===== src/rtl/pc_sequencer.sv =====
// Fetch-stage PC sequencer: step, branch, jump, call/return via circular RAS, halt/resume.
// Latency 1 cycle from controls to pc; stall freezes all state, there is no other backpressure.
module pc_sequencer #(
    parameter int ADDR_W    = 13,
    parameter int STEP      = 1,
    parameter int RESET_VEC = 0,
    parameter int RAS_DEPTH = 4
) (
    input  logic              clk,
    input  logic              rst,
    input  logic              stall,
    input  logic              halt,
    input  logic              resume,
    input  logic              br_taken,
    input  logic [ADDR_W-1:0] br_off,
    input  logic              jmp,
    input  logic              call,
    input  logic              ret,
    input  logic [ADDR_W-1:0] jmp_addr,
    output logic [ADDR_W-1:0] pc,
    output logic [ADDR_W-1:0] next_pc,
    output logic [ADDR_W-1:0] link_addr,
    output logic              halted,
    output logic              ras_empty,
    output logic              ras_full,
    output logic              ras_ovf,
    output logic              ras_unf
);

    localparam int PW = $clog2(RAS_DEPTH);
    localparam logic [ADDR_W-1:0] STEP_V  = ADDR_W'(STEP);
    localparam logic [ADDR_W-1:0] RESET_V = ADDR_W'(RESET_VEC);
    localparam logic [PW:0]       CNT_MAX = (PW+1)'(RAS_DEPTH);

    typedef enum logic {S_RUN, S_HALT} state_t;

    state_t            state, state_nxt;
    logic [PW:0]       ras_cnt;
    logic [PW-1:0]     ras_wp;
    logic [PW-1:0]     ras_top_idx;
    logic [ADDR_W-1:0] ras_mem [RAS_DEPTH];
    logic              do_push, do_pop, set_ovf, set_unf;

    assign link_addr   = pc + STEP_V;
    assign ras_top_idx = ras_wp - PW'(1);
    assign ras_empty   = (ras_cnt == '0);
    assign ras_full    = (ras_cnt == CNT_MAX);
    assign halted      = (state == S_HALT);

    always_comb begin
        state_nxt = state;
        next_pc   = pc;
        do_push   = 1'b0;
        do_pop    = 1'b0;
        set_ovf   = 1'b0;
        set_unf   = 1'b0;
        case (state)
            S_RUN: begin
                if (!stall) begin
                    if (halt) begin
                        state_nxt = S_HALT;
                    end else if (ret) begin
                        if (!ras_empty) begin
                            next_pc = ras_mem[ras_top_idx];
                            do_pop  = 1'b1;
                        end else begin
                            next_pc = link_addr;
                            set_unf = 1'b1;
                        end
                    end else if (call) begin
                        next_pc = jmp_addr;
                        do_push = 1'b1;
                        set_ovf = ras_full;
                    end else if (jmp) begin
                        next_pc = jmp_addr;
                    end else if (br_taken) begin
                        // Offset already spans ADDR_W, so the modular add is the sign-extended add.
                        next_pc = pc + br_off;
                    end else begin
                        next_pc = link_addr;
                    end
                end
            end
            S_HALT: begin
                if (!stall && resume)
                    state_nxt = S_RUN;
            end
            default: state_nxt = S_RUN;
        endcase
    end

    always_ff @(posedge clk or posedge rst) begin
        if (rst) begin
            state   <= S_RUN;
            pc      <= RESET_V;
            ras_cnt <= '0;
            ras_wp  <= '0;
            ras_ovf <= 1'b0;
            ras_unf <= 1'b0;
        end else begin
            state <= state_nxt;
            pc    <= next_pc;
            if (do_push) begin
                ras_wp <= ras_wp + PW'(1);
                // When full the write lands on the oldest slot, so the count saturates.
                if (!ras_full)
                    ras_cnt <= ras_cnt + (PW+1)'(1);
            end else if (do_pop) begin
                ras_wp  <= ras_top_idx;
                ras_cnt <= ras_cnt - (PW+1)'(1);
            end
            if (set_ovf) ras_ovf <= 1'b1;
            if (set_unf) ras_unf <= 1'b1;
        end
    end

    always_ff @(posedge clk) begin
        if (do_push && !rst)
            ras_mem[ras_wp] <= link_addr;
    end

endmodule


===== config.mk =====
export PLATFORM = sky130hd
export DESIGN_NAME = pc_sequencer
export DESIGN_NICKNAME = d
export VERILOG_FILES = /design/src/rtl/pc_sequencer.sv
export SDC_FILE = /design/constraint.sdc
export NUM_CORES = 1
export LEC_CHECK = 0
export CAP_MARGIN = 20
export CORE_UTILIZATION = 25
export CTS_CLUSTER_SIZE = 12
export DETAILED_ROUTE_END_ITERATION = 10
export SYNTH_ARGS = -nofsm -noshare
export SYNTH_HDL_FRONTEND = slang
export SYNTH_SLANG_ARGS = --single-unit

===== constraint.sdc =====
create_clock -name clk -period 5.85 [get_ports clk]
set_clock_uncertainty 0.1 [all_clocks]
set_input_delay 1.17 -clock clk [delete_from_list [all_inputs] [get_ports clk]]
set_output_delay 1.17 -clock clk [all_outputs]
set_load 0.02 [all_outputs]

Word level (Yosys, flattened, before mapping)
Memories as Yosys holds them, arrays and structs flattened.
Cells that the tools add are included.
- register bits after elaboration: 21
- bits in writable memories: 52
- memories: 1
- add/sub/neg operators: 6
- equal/unequal tests: 2
- mux-type cells: 39
- bitwise gates (word level): 1
- reduce and logical (&&, ||, !) cells: 7
- memories (name ; depth ; bits a word ; read ports ; clocked after memory_dff ; write ports ; line ; RTL):
    ras_mem ; 4 ; 13 ; 1 ; 0 ; 1 ; 41 ; logic [ADDR_W-1:0] ras_mem [RAS_DEPTH];
- operators by type and width (operator ; count):
    $mux W13 ; 8
    $mux W1 ; 25
    $add A13 B1 Y13 const B ; 1
    $add A13 B13 Y13 ; 1
    $mux W3 ; 3
    $mux W2 ; 2
    $add A3 B1 Y3 const B ; 1
    $eq A3 B3 Y1 const B ; 1
    $logic_not A3 Y1 ; 1
    $sub A3 B1 Y3 const B ; 1
    $add A2 B1 Y2 const B ; 1
    $logic_and A1 B1 Y1 ; 2
    $logic_not A1 Y1 ; 2
    $ne A2 B2 Y1 const B ; 1
    $pmux W1 S2 ; 1
    $reduce_and A2 Y1 ; 1
    $reduce_bool A2 Y1 ; 1
    $sub A2 B1 Y2 const B ; 1
    $not A1 Y1 ; 1

Longest topological paths before layout
Gate-level depths: netlist of the first run.
- word-level depth: 8
- depth in mapped cells: 10
- depth with buffers taken out: 8

Worst setup path after synthesis of the first run
OpenSTA, ideal clock, no wires.
- path kind: input to output
- from: in br_off[0]
- to: out next_pc[10]
- arrival: 3178 ps
- path slack: 1402 ps
- stages: 8
- path through: ha_1 > fa_1 > a21o_1 > a221oi_4 > o311ai_2 > xor2_1 > a211oi_1 > o31ai_1
- cells in the longest elaborated chain, start to end: 8
- ends and longest elaborated chain (item ; line ; RTL):
    start: declaration ; 15 ; input logic [ADDR_W-1:0] br_off,
    $add A13 B13 Y13 ; 78 ; next_pc = pc + br_off;
    $mux W13 ; 76 ; end else if (br_taken) begin
    $mux W13 ; 74 ; end else if (jmp) begin
    $mux W13 ; 70 ; end else if (call) begin
    $mux W13 ; 62 ; end else if (ret) begin
    $mux W13 ; 60 ; if (halt) begin
    $mux W13 ; 59 ; if (!stall) begin
    $mux W13 ; 57 ; case (state)
    end: declaration ; 21 ; output logic [ADDR_W-1:0] next_pc,
No other way between the ends.

Worst setup path in the final report of the first run
- from: in br_off[0]
- to: out next_pc[8]
Same word-level chain as after synthesis.

==> flow_summary.ini, run 1 <==
[status]
status = completed

[cells_and_area]
fin_nets = 496
area_growth_syn_to_layout_pct = 30.51
nFillCells = 1659
n_antenna_cell = 0
layout-drive-gt1-share_pct = 11.19
final_cells = 667
postLayoutCellArea_um2 = 5545

[synthesis]
synth_cell_types = 57
synthAdderAreaFrac_pct = 5.948
synth.net_count = 416
synth_mux_area_share_pct = 8.127
synth_common_cells = 52 x edfxtp_1, 31 x nand2_1, 30 x o21ai_0, 21 x dfrtp_1, 20 x a21oi_1
ys_seq_area_share_pct = 49.12
syn-mean-instance-area_um2 = 11.74
synthArstFlopShare_pct = 28.77
yosysTopAreaCell = edfxtp_1
synth_top_family_by_area = compound AO/OA/AOI/OAI gates
synth_flop_cell = edfxtp_1
synthSimpleGateAreaFrac_pct = 12.13
ys_top_cells_by_area = edfxtp_1 37%, dfrtp_1 12%, mux4_2 6.9%, ha_1 5.0%, o21ai_0 3.5%
synth_cells = 362
synth_area_um2 = 4249
synth-xor-area-share_pct = 5.124
synth_compound_area_share_pct = 15.34
yosys_warnings = 0
ys_ff_latch = 73
netlist.area_leader.share_pct = 36.75
synthMostInstantiatedCell = edfxtp_1
synth_edf_count = 52

[place]
portBuffers = 78
placed_area_um2 = 5246
post-dp-hpwl_mm = 8.944
routabilityCongestion = 0.9070
dp_cells = 651

[clock_network]
htree_num_levels = 3
cts-hold-fix-buffers = 0
cts.sinks = 73
cts_root_buffer = clkbuf_16
clkTransAtPathRegs_ns = 0.06
numCtsBuffers = 9
clk_latency_ns = 0.34
cts_tree = yes
post_cts_buffers = 0
clock_tree.buffer_depth = 2
ctsResizeCount = 0

[critical_path]
end_kind = output port
critPathBufInv = 3
required_ns = 4.58
crit_arrival_ns = 4.21
critPathKind = input port to output port
worstRegToRegCells = 7
cp_slowest_cell = clkdlybuf4s50_1
r2r_setup_slack_ns = 2.93
cp_common_cell = clkdlybuf4s50_1
cp_max_fo = 4
r2r_end = pc[7]$_DFF_PP0_
cp_top_family = compound AO/OA/AOI/OAI gates
worstReg2RegStart = ras_wp[0]$_DFFE_PP0P_
path_cells = clkdlybuf4s50_1 -> ha_1 -> fa_1 -> a21o_1 -> a221oi_4 -> buf_4 -> nor3_1 -> a311oi_1 -> o21ai_0 -> a22o_1 -> clkdlybuf4s50_1
slowest_delay_ns = 0.55
crit_cells = 11
start_kind = input port

[drt]
drt_iter0_drc = 316
via_per_inst = 4.981
wl_per_cell_um = 17.86
firstDrtPassIters = 5
num_vias = 3322
antenna_left = 0
drc_errors = 0
finalWirelength_mm = 11.91

[global_routing]
grt_util_all_layers_pct = 13.93
antenna_found_initial = 0
grt_max_degree = 23
grt_pass1_wl_mm = 18.77
grt_pass1_vias = 3241
gr-total-overflow = 0

[die]
start_util_pct = 25.62
die_x_um = 132.4
coreArea_um2 = 16580
die_area_um2 = 17520
ioPinCount = 79
dieHeight_um = 132.4
row_count = 47

[power_and_ir_drop]
power.leakage_nw = 2.039
power.density_nw_per_um2 = 522.1
ir_worst_vdd_v = 0.0002034

[min_path]
whs_endpoint = ras_unf$_DFFE_PP0P_
hold_depth = 1
hold_start = ras_unf$_DFFE_PP0P_
min_path_type = flop to flop

[timing]
rsz0062_at_grt = false
tns_ns = 0
finalMaxSlewViolations = 0
finalCritPeriodShare_pct = 93.69
fmax_ghz = 0.1825
tightest_slew_ns = 0.9637
setup_viol = 0
period_needed_ns = 5.481
finalHoldViolations = 0
relSlewSlack_pct = 35.51

[flow_run]
drv_cap = 0
[logic make-up after synthesis]
kind of cell / count (synthesis)
DFF: 73
adders and majority gates: 19
xor gates and xnor gates: 24
AOI/OAI and AO/OA: 99
and+or+nand+nor: 96
muxes: 18
buffers and inverters: 33
[worst max path at each step]
stage | endpoint | from
3_5_place_dp | next_pc[8] | br_off[0]
3_3_place_gp | next_pc[10] | br_off[0]
6_report | next_pc[8] | br_off[0]
2_1_floorplan | next_pc[10] | br_off[0]
5_1_grt | next_pc[10] | br_off[0]
4_1_cts | next_pc[8] | br_off[0]
[layout by cell type, fill, tap and decap left out, types with 4 or more instances in the layout]
| cell type | instances |
|---|---|
| o21ai_0 | 30 |
| nand2_1 | 31 |
| ha_1 | 17 |
| o211ai_1 | 4 |
| buf_4 | 8 |
| clkdlybuf4s50_1 | 78 |
| a22oi_1 | 4 |
| dfrtp_1 | 21 |
| and2_1 | 8 |
| a21o_1 | 8 |
| xor2_1 | 13 |
| edfxtp_1 | 52 |
| mux4_2 | 13 |
| xnor2_1 | 10 |
| nand3_1 | 9 |
| nor3_1 | 9 |
| nor2_1 | 17 |
| a31oi_1 | 6 |
| clkbuf_16 | 9 |
| a21oi_1 | 20 |
| inv_1 | 15 |
| nand4_1 | 7 |
[through the flow]
stage	hold WS, ns	setup WS (ns)	utilization, %	total power (W)
final	0.3622	0.3692	33.44	0.002895
after global routing	0.4000	0.2615	33.44	0.003062
after detailed placement	0.3560	0.3915	31.64	0.002357
after CTS	0.3671	0.3847	33.44	0.002919
after global placement	0.3494	0.4283	31.64	0.002337
after floorplan	0.3578	1.402	-	0.001758
[state kept, by name, indices dropped and copies added, names as in the netlist]
name / flops
halted: 1
pc: 13
ras_cnt: 3
ras_mem: 52
ras_ovf: 1
ras_unf: 1
ras_wp: 2
[final cells by class]
| type | count | area (µm²) | area share (%) |
|---|---|---|---|
| clock buffer | 9 | 225.2 | 4.061 |
| clock inverter | 7 | 73.82 | 1.331 |
| inverter | 16 | 60.06 | 1.083 |
| multi-input combinational | 256 | 1983 | 35.76 |
| sequential | 73 | 2087 | 37.64 |
| tap | 220 | 275.3 | 4.964 |
| timing repair buffer | 86 | 840.8 | 15.16 |
[per-layer routing]
layer  part of all wire, %  track usage (%)  wire, µm
met1                    48            19.91      5685
met3                   4.9            2.999       588
met5                     0                0         0
met2                    47            21.93      5580
met4                  0.50            2.171        59
[power breakdown]
group          total, W  internal, W  leakage, nW  switching (W)
Sequential     0.000814     0.000685        0.722       0.000129
Combinational   0.00153     0.000671         1.17       0.000858
Clock          0.000552     0.000301        0.147       0.000250
Power figures use the tool's default switching activity.
==> run 2, diff against run 1 <==
==> constraint.sdc (replaced) <==
create_clock -name clk -period 5.85 [get_ports clk]
set_clock_uncertainty 0.1 [all_clocks]
set_input_delay 1.17 -clock clk [delete_from_list [all_inputs] [get_ports clk]]
set_output_delay 1.17 -clock clk [all_outputs]
set_load 0.05 [all_outputs]
==> run 2 against run 1 <==
Effect of this change: fmax shrank 0.79%; utilization up 0.16 points; clock power grew 1%; global-route usage grew 0.16 points; register-to-register slack got worse by 0.18 ns; cell area increased by 0.47%; via count about the same; flip-flop and latch count stayed put; non-clock buffer count increased by 1; largest cell class unchanged; wire length is essentially flat; total power rose by 12%; clock-buffer cell count stayed put; largest power group unchanged.
==> flow_summary.ini, run 2 (synthesized netlist as in run 1, its figures left out) <==
[critical_path]
slowest_delay_ns = 0.71
critPathKind = input port to output port
cp_top_family = compound AO/OA/AOI/OAI gates
cp_common_cell = clkdlybuf4s50_1
required_ns = 4.58
critPathLaunch = br_off[0]
r2r_end = pc[10]$_DFF_PP0_
r2r_setup_slack_ns = 2.75
crit_cells = 10
end_kind = output port
worstReg2RegStart = pc[0]$_DFF_PP0_
crit_arrival_ns = 4.25
path_cells = clkdlybuf4s50_1 -> ha_1 -> fa_1 -> a21o_1 -> a221oi_4 -> nor3_1 -> a311oi_1 -> o21ai_0 -> a22o_1 -> clkdlybuf4s50_1
crit_path_end = next_pc[8]
cp_max_fo = 3
worstRegToRegCells = 9
start_kind = input port
critPathBufInv = 2
cp_slowest_cell = clkdlybuf4s50_1

[timing]
setup_viol = 0
period_needed_ns = 5.524
tns_ns = 0
finalMaxSlewViolations = 0
worst_slack_ns = 0.3257
rsz0062_at_grt = false
relSlewSlack_pct = 44.71
finalCritPeriodShare_pct = 94.43
fmax_ghz = 0.1810
tightest_slew_ns = 0.8268
finalHoldViolations = 0

[clock_network]
htree_num_levels = 3
numCtsBuffers = 9
cts.sinks = 73
clkTransAtPathRegs_ns = 0.06
ctsResizeCount = 0
clk_latency_ns = 0.34
post_cts_buffers = 0
cts_root_buffer = clkbuf_16
cts_tree = yes
cts-hold-fix-buffers = 0
clock_tree.buffer_depth = 2

[power_and_ir_drop]
power.density_nw_per_um2 = 584.4
power.leakage_nw = 2.065
ir_worst_vdd_v = 0.0003092

[drt]
firstDrtPassIters = 5
antenna_left = 0
via_per_inst = 4.976
finalWirelength_mm = 11.92
drc_errors = 0
wl_per_cell_um = 17.85
drt_iter0_drc = 282
num_vias = 3324

[place]
dp_slack_ns = 0.3692
placed_area_um2 = 5241
routabilityCongestion = 0.8552
portBuffers = 78
post-dp-hpwl_mm = 8.959

[flow_run]
drv_cap = 0

[die]
die_area_um2 = 17520
coreArea_um2 = 16580
die_x_um = 132.4
dieHeight_um = 132.4
row_count = 47
start_util_pct = 25.62
ioPinCount = 79

[global_routing]
antenna_found_initial = 0
grt_pass1_vias = 3395
grt_pass1_wl_mm = 18.91
grt_util_all_layers_pct = 14.09
gr-total-overflow = 0
grt_max_degree = 23

[cells_and_area]
postLayoutCellArea_um2 = 5572
fin_nets = 497
layout-drive-gt1-share_pct = 12.72
top_register = ras_mem
n_antenna_cell = 0
regArea_um2 = 2087
layout_common_cells = 71 x clkdlybuf4s50_1, 52 x edfxtp_1, 31 x nand2_1, 30 x o21ai_0, 21 x dfrtp_1
largestRegisters = ras_mem (52), pc (13), ras_cnt (3)
mostFrequentLayoutCell = clkdlybuf4s50_1
multi_input_area_um2 = 1983
nFillCells = 1677
area_growth_syn_to_layout_pct = 31.12
largest_reg_flops = 52

[min_path]
min_path_type = flop to flop
hold_depth = 1

[status]
status = completed
## run 2: cell types whose count changed in the layout (fill, tap and decap cells not counted), sizes merged
| cell | before | now |
|---|---|---|
| clkdlybuf4s50 | 78 | 71 |
| buf | 8 | 16 |
| clkinv | 4 | 5 |
| bufinv | 0 | 1 |
| inv | 19 | 17 |
## run 2: cell type report
| cell class | count | share of cell area [%] |
|---|---|---|
| timing repair buffer | 87 | 15.50 |
| tap | 220 | 4.940 |
| sequential | 73 | 37.46 |
| multi-input combinational | 256 | 35.59 |
| inverter | 16 | 1.078 |
| clock inverter | 7 | 1.392 |
| clock buffer | 9 | 4.042 |
## run 2: stage by stage
stage | hold slack, ns | cells | power (W) | util (%)
CTS | 0.3629 | 667 | 0.003279 | 33.43
global placement | 0.3465 | 651 | 0.002694 | 31.61
global route | 0.3806 | 668 | 0.003425 | 33.60
detailed placement | 0.3518 | 651 | 0.002710 | 31.61
floorplan | 0.3578 | 362 | 0.002114 | -
finish | 0.3600 | 668 | 0.003256 | 33.60
## run 2: power by group
group | leakage [nW] | internal, W | switching, W
Combinational | 1.19 | 0.000673 | 0.00121
Sequential | 0.722 | 0.000686 | 0.000131
Clock | 0.148 | 0.000334 | 0.000224
## run 2: worst min path at each step
stage	startpoint	to	slack, ns
2_1_floorplan	ras_cnt[2]$_DFFE_PP0P_	ras_cnt[2]$_DFFE_PP0P_	0.36
3_3_place_gp	ras_unf$_DFFE_PP0P_	ras_unf$_DFFE_PP0P_	0.35
3_5_place_dp	ras_unf$_DFFE_PP0P_	ras_unf$_DFFE_PP0P_	0.35
4_1_cts	ras_unf$_DFFE_PP0P_	ras_unf$_DFFE_PP0P_	0.36
5_1_grt	ras_unf$_DFFE_PP0P_	ras_unf$_DFFE_PP0P_	0.38
6_report	ras_unf$_DFFE_PP0P_	ras_unf$_DFFE_PP0P_	0.36
## run 2: worst reg2reg max path, stage by stage, from the launching register on
cell and delay [ns]:
dfrtp_1 0.51, ha_1 0.28, fa_1 0.43, a21o_1 0.22, a221oi_4 0.31, buf_4 0.20, o311ai_2 0.09, xor2_1 0.15
a211oi_1 0.07, o31ai_1 0.55
## run 2: layer usage
layer	global-route usage, %	up-vias	part of all wire [%]
met5	0	-	0
met4	2.490	0	0.53
met3	4.191	9	6.2
met2	22.78	119	48
met1	18.78	1650	45
li1	-	1546	-
==> run 3, diff against run 2 <==
--- a/config.mk
+++ b/config.mk
@@ -6,9 +6,12 @@
 export NUM_CORES = 1
 export LEC_CHECK = 0
 export CAP_MARGIN = 20
+export CELL_PAD_IN_SITES_DETAIL_PLACEMENT = 1
+export CELL_PAD_IN_SITES_GLOBAL_PLACEMENT = 1
 export CORE_UTILIZATION = 25
 export CTS_CLUSTER_SIZE = 12
 export DETAILED_ROUTE_END_ITERATION = 10
+export PLACE_DENSITY_LB_ADDON = 0.1
 export SYNTH_ARGS = -nofsm -noshare
 export SYNTH_HDL_FRONTEND = slang
 export SYNTH_SLANG_ARGS = --single-unit
==> constraint.sdc (replaced) <==
create_clock -name clk -period 4.9 [get_ports clk]
set_clock_uncertainty 0.1 [all_clocks]
set_input_delay 0.98 -clock clk [delete_from_list [all_inputs] [get_ports clk]]
set_output_delay 0.98 -clock clk [all_outputs]
set_load 0.05 [all_outputs]
==> run 3 against run 2 <==
Effect of this change: final cell count increased by 1.3%; worst setup slack got worse by 0.14 ns; clock power increased by 16%; clock-buffer cell count increased by 1; sequential share of layout area decreased by 0.92 points; sequential power increased by 22%; cell area increased by 2.5%; total power increased by 24%; combinational power increased by 28%; via count decreased by 1.1%; critical endpoint unchanged; highest routed layer unchanged.
==> flow_summary.ini, run 3 (synthesized netlist as in run 1, its figures left out) <==
[status]
status = completed

[drt]
wl_per_cell_um = 20.79
drc_errors = 0
via_per_inst = 4.854
num_vias = 3286
wl_met3_um = 514
drt_iter0_drc = 113
antenna_left = 0
firstDrtPassIters = 4
top_layer = met4
finalWirelength_mm = 14.08
met1Wirelength_mm = 6.608
wl_met2_mm = 6.798

[timing]
tns_ns = 0
fmax_ghz = 0.2123
setup_viol = 0
finalCritPeriodShare_pct = 96.14
relSlewSlack_pct = 50.20
finalHoldViolations = 0
finalMaxSlewViolations = 0
period_needed_ns = 4.711
rsz0062_at_grt = false
tightest_slew_ns = 0.7445

[place]
post-dp-hpwl_mm = 10.54
portBuffers = 78
dp_cells = 660
routabilityCongestion = 0.7757

[die]
ioPinCount = 79
dieHeight_um = 132.4
row_count = 47
coreArea_um2 = 16580
start_util_pct = 25.62
die_x_um = 132.4
die_area_um2 = 17520

[critical_path]
critPathKind = input port to output port
required_ns = 3.82
end_kind = output port
crit_arrival_ns = 3.63
start_kind = input port
cp_max_fo = 5

[global_routing]
antenna_found_initial = 0
grt_util_all_layers_pct = 16.71
grt_pass1_wl_mm = 21.38
gr-total-overflow = 0
grt_max_degree = 22
grt_pass1_vias = 3466

[cells_and_area]
layout_common_cells = 65 x clkdlybuf4s50_1, 52 x edfxtp_1, 31 x nand2_1, 30 x o21ai_0
nFillCells = 1851
mostFrequentLayoutCell = clkdlybuf4s50_1
fin_nets = 506
largestRegisters = ras_mem (52), pc (13), ras_cnt (3)
multi_input_area_um2 = 1983
regArea_um2 = 2087
area_growth_syn_to_layout_pct = 34.42
layout-drive-gt1-share_pct = 15.97
top_register = ras_mem
final_cells = 677
largest_reg_flops = 52
n_antenna_cell = 0

[min_path]
min_path_type = flop to flop

[clock_network]
post_cts_buffers = 0
clock_tree.buffer_depth = 2
htree_num_levels = 3
ctsResizeCount = 0
clkTransAtPathRegs_ns = 0.06
clk_latency_ns = 0.34
cts_root_buffer = clkbuf_16
cts.sinks = 73
numCtsBuffers = 9
cts-hold-fix-buffers = 0
cts_tree = yes

[power_and_ir_drop]
power.density_nw_per_um2 = 708.9
ir_worst_vdd_v = 0.0003220
power.leakage_nw = 2.136

[flow_run]
drv_cap = 0
## run 3: changes by cell type in the layout (fill, tap and decap cells not counted), moves of 2 or more
cell	change
clkinvlp_4	+3
buf_12	+8
clkdlybuf4s50_1	-6
buf_4	+7
clkinv_4	-2
## run 3: cell type report
class                           instances  area share, %
Clock inverter                          6         0.8981
Timing Repair Buffer                   96          17.79
Tap cell                              220          4.819
Sequential cell                        73          36.54
Multi-Input combinational cell        256          34.72
Inverter                               16          1.051
Clock buffer                           10          4.184
## run 3: path summary, 6_finish.rpt
path,startpoint,to,slack [ns],cells past startpoint
setup / recovery,br_off[0],next_pc[8],0.19,10
hold reg to reg,ras_ovf$_DFFE_PP0P_,ras_ovf$_DFFE_PP0P_,0.39,1
max in group asynchronous,rst,pc[2]$_DFF_PP0_,3.43,3
min in group asynchronous,rst,pc[8]$_DFF_PP0_,0.85,2
setup reg to reg,pc[0]$_DFF_PP0_,pc[5]$_DFF_PP0_,2.01,6
hold / removal,ras_ovf$_DFFE_PP0P_,ras_ovf$_DFFE_PP0P_,0.39,1
## run 3: power by group
| part | switching [W] | internal [W] | leakage, nW |
|---|---|---|---|
| Sequential | 0.000181 | 0.000818 | 0.722 |
| Combinational | 0.00151 | 0.000896 | 1.28 |
| Clock | 0.000285 | 0.000363 | 0.133 |
## run 3: critical path, cell delays in order
cell and delay [ns]:
clkdlybuf4s50_1 0.40, ha_1 0.23, fa_1 0.41, a21o_1 0.22, a221oi_4 0.37, nor3_1 0.08, a311oi_1 0.38, o21ai_0 0.15
a22o_1 0.21, buf_4 0.19
## run 3: layer usage
layer | global-route usage (%) | vias to the layer above
met2 | 27.66 | 70
met3 | 3.076 | 9
met5 | 0 | -
met4 | 4.789 | 0
li1 | - | 1554
met1 | 22.25 | 1653
## run 3: metrics by stage
step | util [%] | cell area (µm²) | hold slack, ns | worst slack [ns] | total power (W)
final | 34.44 | 5712 | 0.3894 | 0.1893 | 0.004049
after global placement | 32.53 | 5394 | 0.3627 | 0.2421 | 0.003427
after CTS | 34.28 | 5684 | 0.3933 | 0.2047 | 0.004093
after detailed placement | 32.53 | 5394 | 0.3703 | 0.2070 | 0.003428
after floorplan | - | 4249 | 0.3578 | 0.1604 | 0.002524
after global routing | 34.44 | 5712 | 0.4177 | 0.06246 | 0.004255
